==> config.mk <==
export PLATFORM = sky130hd
export DESIGN_NAME = psk_tx_core
export DESIGN_NICKNAME = d
export VERILOG_FILES = /design/src/rtl/psk_tx_core.sv
export SDC_FILE = /design/constraint.sdc
export NUM_CORES = 1
export LEC_CHECK = 0
export CAP_MARGIN = 0
export CORE_MARGIN = 3
export CORE_UTILIZATION = 61
export DETAILED_ROUTE_END_ITERATION = 10
export GPL_TIMING_DRIVEN = 0
export PLACE_DENSITY = 0.8
export SYNTH_ARGS = -nofsm -noshare
export SYNTH_HDL_FRONTEND = slang
export SYNTH_SLANG_ARGS = --single-unit
==> constraint.sdc <==
create_clock -name clk -period 3.4 [get_ports clk]
set_clock_uncertainty 0.05 [all_clocks]
set_input_delay 0.51 -clock clk [delete_from_list [all_inputs] [get_ports clk]]
set_output_delay 0.51 -clock clk [all_outputs]
set_load 0.01 [all_outputs]
==> src/rtl/psk_tx_core.sv <==
// BPSK/QPSK transmit core: byte FIFO feeding a symbol mapper that phase-offsets a
// sine LUT to produce one offset-binary DAC word per sample tick.
module psk_tx_core #(
  parameter int DATA_WIDTH        = 12,
  parameter int FIFO_DEPTH        = 16,
  parameter int SAMPLE_DIV        = 2,
  parameter int CARRIER_STEPS     = 16,
  parameter int CYCLES_PER_SYMBOL = 1,
  parameter int PREAMBLE_SYMBOLS  = 8
) (
  input  logic                          clk,
  input  logic                          rst_n,
  input  logic [7:0]                    in_data,
  input  logic                          in_valid,
  output logic                          in_ready,
  input  logic                          mode_qpsk,
  output logic [DATA_WIDTH-1:0]         dac_out,
  output logic                          tx_active,
  output logic                          sym_strobe,
  output logic [$clog2(FIFO_DEPTH):0]   fifo_level,
  output logic [1:0]                    dbg_state_o
);

  localparam int AW      = $clog2(FIFO_DEPTH);
  localparam int KW      = $clog2(CARRIER_STEPS);
  localparam int CW      = (CYCLES_PER_SYMBOL > 1) ? $clog2(CYCLES_PER_SYMBOL) : 1;
  localparam int DVW     = (SAMPLE_DIV > 1) ? $clog2(SAMPLE_DIV) : 1;
  localparam int SYM_MAX = (PREAMBLE_SYMBOLS > 8) ? PREAMBLE_SYMBOLS : 8;
  localparam int SW      = $clog2(SYM_MAX);
  localparam int MID_INT = 2 ** (DATA_WIDTH - 1);
  localparam int AMP_INT = MID_INT - 1;
  localparam logic [DATA_WIDTH-1:0] MID = {1'b1, {(DATA_WIDTH-1){1'b0}}};

  typedef enum logic [1:0] {
    ST_IDLE = 2'd0,
    ST_PRE  = 2'd1,
    ST_DATA = 2'd2
  } state_e;

  // Taylor series on [-pi, pi]; only ever evaluated for elaboration-time constants.
  function automatic real sin_approx(input real x);
    real term;
    real sum;
    term = x;
    sum  = x;
    for (int n = 1; n < 12; n++) begin
      term = -term * x * x / real'((2 * n) * (2 * n + 1));
      sum  = sum + term;
    end
    return sum;
  endfunction

  function automatic logic [DATA_WIDTH-1:0] lut_val(input int k);
    real pi;
    real x;
    real v;
    pi = 3.14159265358979323846;
    x  = 2.0 * pi * real'(k) / real'(CARRIER_STEPS);
    if (x > pi) x = x - 2.0 * pi;
    v = real'(MID_INT) + real'(AMP_INT) * sin_approx(x);
    return DATA_WIDTH'($rtoi(v + 0.5));
  endfunction

  // Gray-coded dibits for QPSK; BPSK uses phase 0 for a one and phase 2 for a zero.
  function automatic logic [1:0] map_q(input logic [7:0] b, input logic [2:0] s,
                                       input logic qpsk);
    logic [7:0] sh;
    logic [1:0] d;
    map_q = 2'd0;
    if (qpsk) begin
      sh = b >> {s[1:0], 1'b0};
      d  = sh[1:0];
      case (d)
        2'b00:   map_q = 2'd0;
        2'b01:   map_q = 2'd1;
        2'b11:   map_q = 2'd2;
        default: map_q = 2'd3;
      endcase
    end else begin
      sh    = b >> s;
      map_q = sh[0] ? 2'd0 : 2'd2;
    end
  endfunction

  logic [DATA_WIDTH-1:0] lut [CARRIER_STEPS];
  for (genvar g = 0; g < CARRIER_STEPS; g++) begin : g_lut
    localparam logic [DATA_WIDTH-1:0] VAL = lut_val(g);
    assign lut[g] = VAL;
  end

  logic [7:0]  mem_q [FIFO_DEPTH];
  logic [AW-1:0] wr_q, rd_q;
  logic [AW:0]   cnt_q, cnt_d;
  logic          push, pop, full, empty;
  logic [7:0]    head;

  assign full  = (cnt_q == (AW+1)'(FIFO_DEPTH));
  assign empty = (cnt_q == '0);
  assign push  = in_valid && !full;
  assign head  = mem_q[rd_q];
  assign cnt_d = cnt_q + (AW+1)'(push) - (AW+1)'(pop);

  always_ff @(posedge clk) begin
    if (push) mem_q[wr_q] <= in_data;
  end

  logic [DVW-1:0] sdiv_q;
  logic           tick;
  assign tick = (sdiv_q == DVW'(SAMPLE_DIV - 1));

  state_e                state_q, state_d;
  logic [KW-1:0]         k_q, k_d, idx;
  logic [CW-1:0]         cyc_q, cyc_d;
  logic [SW-1:0]         sym_q, sym_d;
  logic [1:0]            q_q, q_d;
  logic [7:0]            byte_q, byte_d;
  logic                  mode_q, mode_d;
  logic [DATA_WIDTH-1:0] dac_q, dac_d;
  logic                  strobe_q, strobe_d;
  logic                  new_sym, last_sample;
  logic [2:0]            last_sym, nxt_idx;

  assign last_sample = (k_q == KW'(CARRIER_STEPS - 1)) && (cyc_q == CW'(CYCLES_PER_SYMBOL - 1));
  assign last_sym    = mode_q ? 3'd3 : 3'd7;
  assign nxt_idx     = sym_q[2:0] + 3'd1;

  // Symbol-boundary decisions are taken on the tick that starts the next symbol,
  // so the MID sample and tx_active falling land on the same tick.
  always_comb begin
    state_d  = state_q;
    k_d      = k_q;
    cyc_d    = cyc_q;
    sym_d    = sym_q;
    q_d      = q_q;
    byte_d   = byte_q;
    mode_d   = mode_q;
    dac_d    = dac_q;
    strobe_d = 1'b0;
    pop      = 1'b0;
    new_sym  = 1'b0;
    idx      = '0;
    if (tick) begin
      unique case (state_q)
        ST_IDLE: begin
          dac_d = MID;
          if (!empty) begin
            mode_d  = mode_qpsk;
            new_sym = 1'b1;
            sym_d   = '0;
            if (PREAMBLE_SYMBOLS > 0) begin
              state_d = ST_PRE;
              q_d     = 2'd0;
            end else begin
              state_d = ST_DATA;
              pop     = 1'b1;
              byte_d  = head;
              q_d     = map_q(head, 3'd0, mode_qpsk);
            end
          end
        end
        ST_PRE: begin
          if (last_sample) begin
            new_sym = 1'b1;
            if (sym_q == SW'(PREAMBLE_SYMBOLS - 1)) begin
              state_d = ST_DATA;
              sym_d   = '0;
              pop     = 1'b1;
              byte_d  = head;
              q_d     = map_q(head, 3'd0, mode_q);
            end else begin
              sym_d = sym_q + SW'(1);
              q_d   = 2'd0;
            end
          end
        end
        ST_DATA: begin
          if (last_sample) begin
            if (sym_q[2:0] == last_sym) begin
              if (!empty) begin
                new_sym = 1'b1;
                sym_d   = '0;
                pop     = 1'b1;
                byte_d  = head;
                q_d     = map_q(head, 3'd0, mode_q);
              end else begin
                state_d = ST_IDLE;
                dac_d   = MID;
              end
            end else begin
              new_sym = 1'b1;
              sym_d   = sym_q + SW'(1);
              q_d     = map_q(byte_q, nxt_idx, mode_q);
            end
          end
        end
        default: state_d = ST_IDLE;
      endcase
      if (new_sym) begin
        k_d      = '0;
        cyc_d    = '0;
        strobe_d = 1'b1;
        idx      = KW'(q_d) << (KW - 2);
        dac_d    = lut[idx];
      end else if (state_q != ST_IDLE && !last_sample) begin
        if (k_q == KW'(CARRIER_STEPS - 1)) begin
          k_d   = '0;
          cyc_d = cyc_q + CW'(1);
        end else begin
          k_d = k_q + KW'(1);
        end
        idx   = k_d + (KW'(q_q) << (KW - 2));
        dac_d = lut[idx];
      end
    end
  end

  always_ff @(posedge clk or negedge rst_n) begin
    if (!rst_n) begin
      wr_q     <= '0;
      rd_q     <= '0;
      cnt_q    <= '0;
      sdiv_q   <= '0;
      state_q  <= ST_IDLE;
      k_q      <= '0;
      cyc_q    <= '0;
      sym_q    <= '0;
      q_q      <= '0;
      byte_q   <= '0;
      mode_q   <= 1'b0;
      dac_q    <= MID;
      strobe_q <= 1'b0;
    end else begin
      if (push) wr_q <= wr_q + AW'(1);
      if (pop)  rd_q <= rd_q + AW'(1);
      cnt_q    <= cnt_d;
      sdiv_q   <= tick ? '0 : sdiv_q + DVW'(1);
      state_q  <= state_d;
      k_q      <= k_d;
      cyc_q    <= cyc_d;
      sym_q    <= sym_d;
      q_q      <= q_d;
      byte_q   <= byte_d;
      mode_q   <= mode_d;
      dac_q    <= dac_d;
      strobe_q <= strobe_d;
    end
  end

  assign in_ready    = !full;
  assign dac_out     = dac_q;
  assign tx_active   = (state_q != ST_IDLE);
  assign sym_strobe  = strobe_q;
  assign fifo_level  = cnt_q;
  assign dbg_state_o = state_q;

endmodule
==> results of run 1 <==
timing repair:
item / CTS / global route
hold buffers: 0 / 0
endpoints found under the setup margin: 0 / 1
gates resized for setup: 0 / 1
area by class of cell:
cell class | instances | area [um^2] | area share (%)
flip-flops and latches | 174 | 5000 | 54.3
multi-input cells | 295 | 2800 | 30.5
clock buffers | 17 | 425 | 4.63
repair buffers | 36 | 368 | 4.00
well taps | 172 | 215 | 2.34
clock inverters | 15 | 159 | 1.73
plain buffers | 24 | 151 | 1.65
inverters | 21 | 78.8 | 0.857
worst paths after layout:
| path | end | start | cells past startpoint |
|---|---|---|---|
| min in group clk | dac_out[9]$_DFFE_PN0P_ | dac_out[9]$_DFFE_PN0P_ | 2 |
| max in group asynchronous | byte_q[3]$_DFFE_PN0P_ | rst_n | 2 |
| setup / recovery | fifo_level[4]$_DFF_PN0_ | fifo_level[3]$_DFF_PN0_ | 14 |
| setup reg to reg | fifo_level[4]$_DFF_PN0_ | fifo_level[3]$_DFF_PN0_ | 14 |
| hold reg to reg | dac_out[9]$_DFFE_PN0P_ | dac_out[9]$_DFFE_PN0P_ | 2 |
| hold / removal | fifo_level[4]$_DFF_PN0_ | rst_n | 1 |
routing by layer:
layer  up-vias  routed length (um)  part of all wire (%)
li1       2088                   -                     -
met1      2316                6540                    40
met2       157                8530                    52
met3        35                 798                   4.9
met4         0                 405                   2.5
met5         -                   0                     0
registers in the layout (all words and copies together), names as in the netlist, 3 cells and up:
| signal | cells |
|---|---|
| sym_q | 3 |
| fifo_level | 5 |
| byte_q | 8 |
| rd_q | 4 |
| mem_q | 128 |
| dac_out | 10 |
| k_q | 4 |
| wr_q | 4 |
power breakdown:
part	leakage, nW	switching (W)	internal, W
clock	0.278	0.000814	0.00109
sequential	1.72	0.0000955	0.00251
combinational	1.35	0.000425	0.000283
placed cells by master, fill, tap and decap left out, types with 4 or more instances in the layout:
| master | count |
|---|---|
| xor2_1 | 5 |
| dfrtp_1 | 45 |
| edfxtp_1 | 128 |
| nor2_1 | 40 |
| inv_1 | 21 |
| a21oi_1 | 14 |
| nor3_2 | 5 |
| nand2_1 | 32 |
| buf_2 | 4 |
| o21ai_0 | 18 |
| inv_6 | 4 |
| mux4_2 | 43 |
| ha_1 | 27 |
| clkbuf_16 | 17 |
| xnor2_1 | 8 |
| nand2b_1 | 4 |
| clkdlybuf4s50_1 | 32 |
| a31oi_1 | 5 |
| buf_6 | 6 |
| buf_4 | 6 |
| clkbuf_1 | 8 |
| mux2_2 | 16 |
| nand3_1 | 15 |
cell families (layout without fill, tap and decap cells):
group | Yosys count | count (layout) | synth area share, %
flops | 174 | 174 | 62.4
simple gates | 125 | 125 | 7.91
compound gates | 67 | 67 | 6.02
mux | 60 | 60 | 14.5
buf+inv | 45 | 113 | 2.88
fa+ha+maj | 28 | 28 | 4.47
xor+xnor | 15 | 15 | 1.83
through the flow:
step / cells / util (%) / instance area (um^2)
6_report: 754 / 72.3 / 9190
5_1_grt: 754 / 72.3 / 9190
4_1_cts: 754 / 72.2 / 9190
3_5_place_dp: 722 / 67.7 / 8610
3_3_place_gp: 719 / 67.2 / 8550
2_1_floorplan: 514 / - / 8000
worst register-to-register path, cell delays in order, from the launching register on:
cell and delay [ps]:
dfrtp_1 400, inv_1 90, ha_1 190, nor4b_4 470, nor2_1 160, a21oi_1 180, nor2_2 110, ha_1 280
inv_1 40, ha_1 200, fa_1 430, a21oi_1 180, nor2_1 50, nor2_1 110, xnor2_1 120
==> summary.txt, run 1 <==
Setup slack at placement - 169 ps
Setup TNS - 0 ps
PwrDens - 567 mW/mm^2
CTS Buf Count - 17
Part of the Yosys area used for sequential elements - 62.4%
Most frequent cells after synthesis - edfxtp_1, dfrtp_1, mux4_2, nor2_1, nand2_1
Largest net degree at the start of global routing - 26
Post-synth top area cell - edfxtp_1
Yosys top cell area share - 48.0%
Iter 0 DRT Violations - 588
CP delay by family, top - adder cells
P_leak - 3.35 nW
Vias in the first global route - 4636
Synth warn - 0
Max-slew headroom - 30.4%
Post-CTS Setup Bufs - 0
Total GRT Usage - 24.3%
Maximum VDD drop - 0.000552 V
Hold_ws - 14.6 ps
Clock latency on the worst-skew pair - 430 ps
Max-cap check violation count - 0
Syn-to-layout area delta - 14.9%
Via/cell ratio - 6.10
Nets - 609
Final period utilization - 92.2%
Filler cells - 846
Avg WL per Cell - 21.6 um
Setup-failing EPs final - 0
Crit path largest cell delay - 470 ps
Clock period minus worst slack - 3130 ps
ANT nets after route - 0
Global Route met1 Usage - 31.1%
Critical Path AT - 3440 ps
GR Util met3 - 6.08%
Clock transition at path regs - 60 ps
Placer congestion estimate - 0.922
CTS tree - yes
H-Tree Depth - 4
DR pass1 iterations - 5
Global route total overflow - 0
Most common cell in the netlist - edfxtp_1
Req. time, crit path - 3700 ps
Synth top area cells - edfxtp_1, dfrtp_1, mux4_2
Num Clock Sinks - 174
Remaining DRCs - 0
Die area - 0.0145 mm^2
Share of cells above drive strength 1 - 22.5%
Worst path cell trace - inv_1 > ha_1 > nor4b_4 > nor2_1 > a21oi_1 > nor2_2 > ha_1 > inv_1 > ha_1 > fa_1 > a21oi_1 > nor2_1 > nor2_1 > xnor2_1
Core area - 0.0127 mm^2
FMAX - 0.319 GHz
Worst Path Buf+Inv - 2
Initial antenna violation count - 0
Root buf cell - clkbuf_16
Initial Util - 62.9%
WL final - 16300 um
Most used DFF post-synth - edfxtp_1
Yosys cell types - 68
GRT busiest layer - met2
DIE WIDTH - 121 um
Total power - 0.00521 W
Setup crit start kind - register
Asr flop ratio synth - 26.4%
WS Path Type - register to register
Post-synth EDFFs - 128
DP Wirelength - 11200 um
Outcome - complete, no violations
Row cnt - 41
CP Max Fanout - 7
FF+latch count, synth - 174
IO Port Bufs - 33
CTS Buffer Depth - 2
RSZ-0062 raised after global routing - no
CP max-delay cell - nor4b_4
Post-Syn Nets - 554
Cells after synthesis - 514
Worst slew pin tran - 1040 ps
R2r setup slk - 270 ps
Final Hold Fails - 0
Die Span Y - 121 um
GR Util met2 - 40.5%
# diodes - 0
Top-level port count - 34
Synth Area per Inst - 15.6 um^2
First-pass GRT wire length - 25700 um
Hold WC Path Type - input pin to asynchronous set/reset pin
Synth Cell Area - 0.00800 mm^2
Slew Viols, Final - 0
DR vias - 4596
Worst setup slack after layout - 266 ps
CP endpoint kind - register
Power figures use the tool's default switching activity.
==> run 2, diff against run 1 <==
--- a/config.mk
+++ b/config.mk
@@ -8,7 +8,9 @@
 export CAP_MARGIN = 0
 export CORE_MARGIN = 3
 export CORE_UTILIZATION = 61
+export CTS_CLUSTER_DIAMETER = 40
 export DETAILED_ROUTE_END_ITERATION = 10
+export GPL_ROUTABILITY_DRIVEN = 0
 export GPL_TIMING_DRIVEN = 0
 export PLACE_DENSITY = 0.8
 export SYNTH_ARGS = -nofsm -noshare
==> run 2 against run 1 <==
Clock-buffer cell count increased by 1. Sequential share of layout area up 0.21 points. Global-route usage rose by 0.68 points. Sequential cell count is the same. Maximum frequency about the same. Sequential power is essentially flat. Register-to-register slack barely moved. Critical path type unchanged. Critical endpoint is now dac_out[2]$_DFFE_PN0P_. Largest power group unchanged.
==> summary.txt, run 2 (synthesis gave the netlist of run 1 again) <==
Outcome - complete, no violations
PwrDens - 558 mW/mm^2
Most common cell after layout, fill and taps aside - edfxtp_1
Root buf cell - clkbuf_16
Nets - 610
Top-level port count - 34
Syn-to-layout area delta - 14.4%
Crit path largest cell delay - 480 ps
Max-slew headroom - 29.3%
CP Max Fanout - 10
Row cnt - 41
Maximum VDD drop - 0.000514 V
Setup TNS - 0 ps
Req. time, crit path - 3640 ps
Largest net degree at the start of global routing - 38
Critical Path AT - 3370 ps
ANT nets after route - 0
Max-cap check violation count - 0
P_leak - 3.34 nW
WL final - 16700 um
Clock transition at path regs - 70 ps
FMAX - 0.319 GHz
Setup-failing EPs final - 0
Worst reg2reg path endpoint - dac_out[2]$_DFFE_PN0P_
Worst Path Buf+Inv - 2
Initial antenna violation count - 0
Max reg flops - 128
First-pass GRT wire length - 26800 um
Hold WC Path Type - input pin to asynchronous set/reset pin
Worst path cell trace - ha_1 > buf_4 > and4b_1 > buf_2 > nor2_1 > nand2_1 > and3_1 > a2111oi_0 > a21oi_1
Crit. path cell count - 9
Die Span Y - 121 um
Commonest non-fill, non-tap cells in the layout - edfxtp_1, dfrtp_1, mux4_2
Final period utilization - 92.1%
CTS tree - yes
WS Path Type - register to register
RSZ-0062 raised after global routing - no
DIE WIDTH - 121 um
Sw frac - 25.7%
Worst setup slack after layout - 267 ps
CTS Buffer Depth - 2
Flop pwr share - 50.9%
Die area - 0.0145 mm^2
Clock period minus worst slack - 3130 ps
Total GRT Usage - 25.0%
Final Hold Fails - 0
Initial Util - 62.9%
Clock latency on the worst-skew pair - 420 ps
R2R depth - 9
H-Tree Depth - 4
Sw Pwr - 0.00132 W
IO Port Bufs - 33
R2r setup slk - 270 ps
Logic gate share of total power - 13.8%
Clock power frac - 35.3%
Internal power - 0.00379 W
Core area - 0.0127 mm^2
Vias in the first global route - 4835
Worst reg2reg startpoint - k_q[0]$_DFFE_PN0P_
Via/cell ratio - 6.21
Top reg by flops - mem_q
CP endpoint kind - register
Remaining DRCs - 0
Global route total overflow - 0
Setup slack at placement - 222 ps
DR vias - 4692
# diodes - 0
DP Wirelength - 10900 um
Num Clock Sinks - 174
Worst slew pin tran - 1060 ps
DR pass1 iterations - 5
Setup crit start kind - register
Iter 0 DRT Violations - 497
Share of cells above drive strength 1 - 22.5%
CP delay by family, top - simple AND/OR/NAND/NOR gates
Avg WL per Cell - 22.2 um
CTS Buf Count - 17
Slew Viols, Final - 0
CP max-delay cell - dfrtp_1
-- run 2: layout make-up --
class,count,area [um^2]
inverters,21,78.8
clock buffers,18,429
flip-flops and latches,174,5000
fillers,842,3560
well taps,172,215
clock inverters,14,118
plain buffers,24,151
multi-input cells,295,2800
repair buffers,37,370
-- run 2: timing repair --
| action | CTS | global route |
|---|---|---|
| resized for setup | 0 | 1 |
| endpoints found under the setup margin | 0 | 1 |
| endpoints found under the hold margin | 9 | 0 |
| hold buffers | 1 | 0 |
| setup buffers | 0 | 0 |
-- run 2: power groups by stage --
stage                     logic [W]  clock network (W)  registers (W)
after floorplan            0.000419                  0        0.00263
after global placement     0.000643                  0        0.00262
after detailed placement   0.000703                  0        0.00264
after CTS                  0.000711            0.00183        0.00260
after global routing       0.000775            0.00193        0.00262
final                      0.000705            0.00180        0.00260
-- run 2: worst max-delay path by stage --
stage / start / to / slack (ps)
6_report: k_q[0]$_DFFE_PN0P_ / dac_out[2]$_DFFE_PN0P_ / 270
3_3_place_gp: in_valid / mem_q[1][4]$_DFFE_PP_ / 60
2_1_floorplan: k_q[0]$_DFFE_PN0P_ / fifo_level[4]$_DFF_PN0_ / 610
5_1_grt: k_q[0]$_DFFE_PN0P_ / fifo_level[4]$_DFF_PN0_ / 40
3_5_place_dp: k_q[0]$_DFFE_PN0P_ / fifo_level[4]$_DFF_PN0_ / 220
4_1_cts: k_q[0]$_DFFE_PN0P_ / fifo_level[4]$_DFF_PN0_ / 180
-- run 2: layer usage --
metal | share of wire (%) | GRT usage (%) | vias up
li1 | - | - | 2084
met1 | 39 | 32.5 | 2354
met2 | 51 | 41.7 | 205
met3 | 6.2 | 4.82 | 49
met4 | 3.4 | 10.6 | 0
met5 | 0 | 0 | -
-- run 2: metrics by stage --
| stage | cell area [um^2] | hold slack, ps | utilization (%) | power, W | std cells |
|---|---|---|---|---|---|
| finish | 9160 | 441 | 72.0 | 0.00511 | 755 |
| global route | 9160 | 442 | 72.0 | 0.00532 | 755 |
| CTS | 9160 | 428 | 72.0 | 0.00514 | 755 |
| detailed placement | 8600 | 348 | 67.6 | 0.00334 | 722 |
| global placement | 8550 | 424 | 67.2 | 0.00327 | 719 |
| floorplan | 8000 | 164 | - | 0.00305 | 514 |
-- run 2: worst reg2reg max path, delay by kind of cell, from the launching register on --
kind                     cells  cell delay [ps]
adder cells (fa/ha/maj)      1              240
AO/OA/AOI/OAI                2              600
flip-flops                   1              480
AND/OR/NAND/NOR              4             1300
buffers and inverters        2              330
==> run 3, diff against run 2 <==
==> constraint.sdc (replaced) <==
create_clock -name clk -period 3.02 [get_ports clk]
set_clock_uncertainty 0.05 [all_clocks]
set_input_delay 0.453 -clock clk [delete_from_list [all_inputs] [get_ports clk]]
set_output_delay 0.453 -clock clk [all_outputs]
set_load 0.01 [all_outputs]
==> run 3 against run 2 <==
Clock-buffer cell count stayed put. First-iteration DRC count is 11% higher. Cell count is 0.93% higher. Combinational power is 18% higher. Register-to-register slack worse by 130 ps. Hold slack worse by 57 ps. Via count is 2.3% higher. Sequential share of layout area is 0.62 points lower. Non-clock buffer count is 7 higher. Die area stayed put. Sequential power is 13% higher. Critical endpoint is now fifo_level[4]$_DFF_PN0_.
==> summary.txt, run 3 (synthesis gave the netlist of run 1 again) <==
Outcome - complete, no violations
Top reg by flops - mem_q
Filler cells - 835
Setup slack at placement - -158 ps
DR vias - 4799
Initial Util - 62.9%
Register area - 0.00500 mm^2
Final Hold Fails - 0
Clock power frac - 35.1%
Final core occ - 72.9%
Initial antenna violation count - 0
R2r setup slk - 130 ps
R2R depth - 15
# diodes - 0
Setup-failing EPs final - 0
Maximum VDD drop - 0.000579 V
DR pass1 iterations - 7
GR Util met2 - 42.4%
DP Wirelength - 10900 um
Critical Path AT - 3180 ps
P_leak - 3.38 nW
Clock transition at path regs - 70 ps
GRT busiest layer - met2
Flop pwr share - 50.6%
Largest net degree at the start of global routing - 38
CTS Buffer Depth - 2
Sw Pwr - 0.00149 W
Nets - 617
Placed insts - 722
H-Tree Depth - 4
Slew Viols, Final - 0
Total GRT Usage - 25.1%
Vias in the first global route - 4864
Remaining DRCs - 0
WL final - 17000 um
Max-cap check violation count - 0
CTS tree - yes
Max reg flops - 128
Final std cells w/o fill - 762
Core area - 0.0127 mm^2
Root buf cell - clkbuf_16
PwrDens - 624 mW/mm^2
Via/cell ratio - 6.30
Share of cells above drive strength 1 - 25.8%
Num Clock Sinks - 174
ANT nets after route - 0
Row cnt - 41
Worst setup slack after layout - 133 ps
First-pass GRT wire length - 26900 um
Logic gate share of total power - 14.3%
Iter 0 DRT Violations - 550
Hold_ws - 385 ps
Setup TNS - 0 ps
Most common cell after layout, fill and taps aside - edfxtp_1
Worst slew pin tran - 1070 ps
Top-level port count - 34
Clock latency on the worst-skew pair - 420 ps
Hold WC Path Type - input pin to asynchronous set/reset pin
Avg WL per Cell - 22.3 um
FMAX - 0.346 GHz
Syn-to-layout area delta - 15.8%
Die Span Y - 121 um
CTS Buf Count - 17
Global route total overflow - 0
CP endpoint kind - register
Max-slew headroom - 28.4%
DIE WIDTH - 121 um
GR Util met3 - 4.91%
Internal power - 0.00429 W
WS Path Type - register to register
Die area - 0.0145 mm^2
Sw frac - 25.8%
Req. time, crit path - 3320 ps
Setup crit start kind - register
Clock period minus worst slack - 2890 ps
Commonest non-fill, non-tap cells in the layout - edfxtp_1, mux4_2, dfrtp_1
CP Max Fanout - 10
Global Route met1 Usage - 32.5%
Footprint of the multi-input gates - 0.00285 mm^2
IO Port Bufs - 33
Final period utilization - 95.6%
==> run 3: cell types whose count changed in the layout (fill, tap and decap cells not counted), sizes merged <==
cell,before,now
buf,18,25
==> run 3: worst paths after layout <==
| check | startpoint | end |
|---|---|---|
| setup / recovery | k_q[0]$_DFFE_PN0P_ | fifo_level[4]$_DFF_PN0_ |
| hold / removal | rst_n | fifo_level[4]$_DFF_PN0_ |
| setup reg to reg | k_q[0]$_DFFE_PN0P_ | fifo_level[4]$_DFF_PN0_ |
| hold reg to reg | dac_out[9]$_DFFE_PN0P_ | dac_out[9]$_DFFE_PN0P_ |
| max in group asynchronous | rst_n | dac_out[11]$_DFFE_PN1P_ |
| min in group clk | dac_out[9]$_DFFE_PN0P_ | dac_out[9]$_DFFE_PN0P_ |
==> run 3: power by group through the flow <==
stage	Clock [W]	Sequential, W	Combinational [W]
final	0.00203	0.00293	0.000829
after global routing	0.00217	0.00295	0.000903
after CTS	0.00206	0.00293	0.000807
after detailed placement	0	0.00297	0.000791
after global placement	0	0.00295	0.000724
after floorplan	0	0.00296	0.000471
==> run 3: through the flow <==
| stage | area, um^2 | power, W |
|---|---|---|
| 2_1_floorplan | 8000 | 0.00343 |
| 3_3_place_gp | 8550 | 0.00368 |
| 3_5_place_dp | 8600 | 0.00376 |
| 4_1_cts | 9200 | 0.00579 |
| 5_1_grt | 9270 | 0.00602 |
| 6_report | 9270 | 0.00578 |
==> run 3: final cells by class <==
class	count	share of cell area, %
repair buffers	44	4.56
multi-input cells	295	30.8
clock buffers	18	4.63
inverters	21	0.850
clock inverters	14	1.27
well taps	172	2.32
flip-flops and latches	174	53.9
plain buffers	24	1.66
==> run 3: what timing repair did <==
item / 4_1_cts / 5_1_grt
hold buffers: 1 / 0
endpoints found under the hold margin: 9 / 0
buffers inserted: 3 / 4
pin swaps: 1 / 2
endpoints found under the setup margin: 5 / 10
resized for setup: 8 / 10
==> run 3: worst max-delay path, stage by stage (launching register included) <==
cell and delay [ps]:
dfrtp_2 420, ha_1 200, buf_4 170, and4b_1 180
buf_2 160, buf_6 150, nand3_1 120, nor2_4 70
ha_1 270, inv_1 40, ha_2 180, fa_2 380
a21oi_2 140, nor2_1 50, nor2_1 110, xnor2_1 120
==> run 3: layer usage <==
metal  part of all wire, %  up-vias
li1                      -     2100
met1                    39     2446
met2                    52      214
met3                   5.7       39
met4                   3.0        0
met5                     0        -
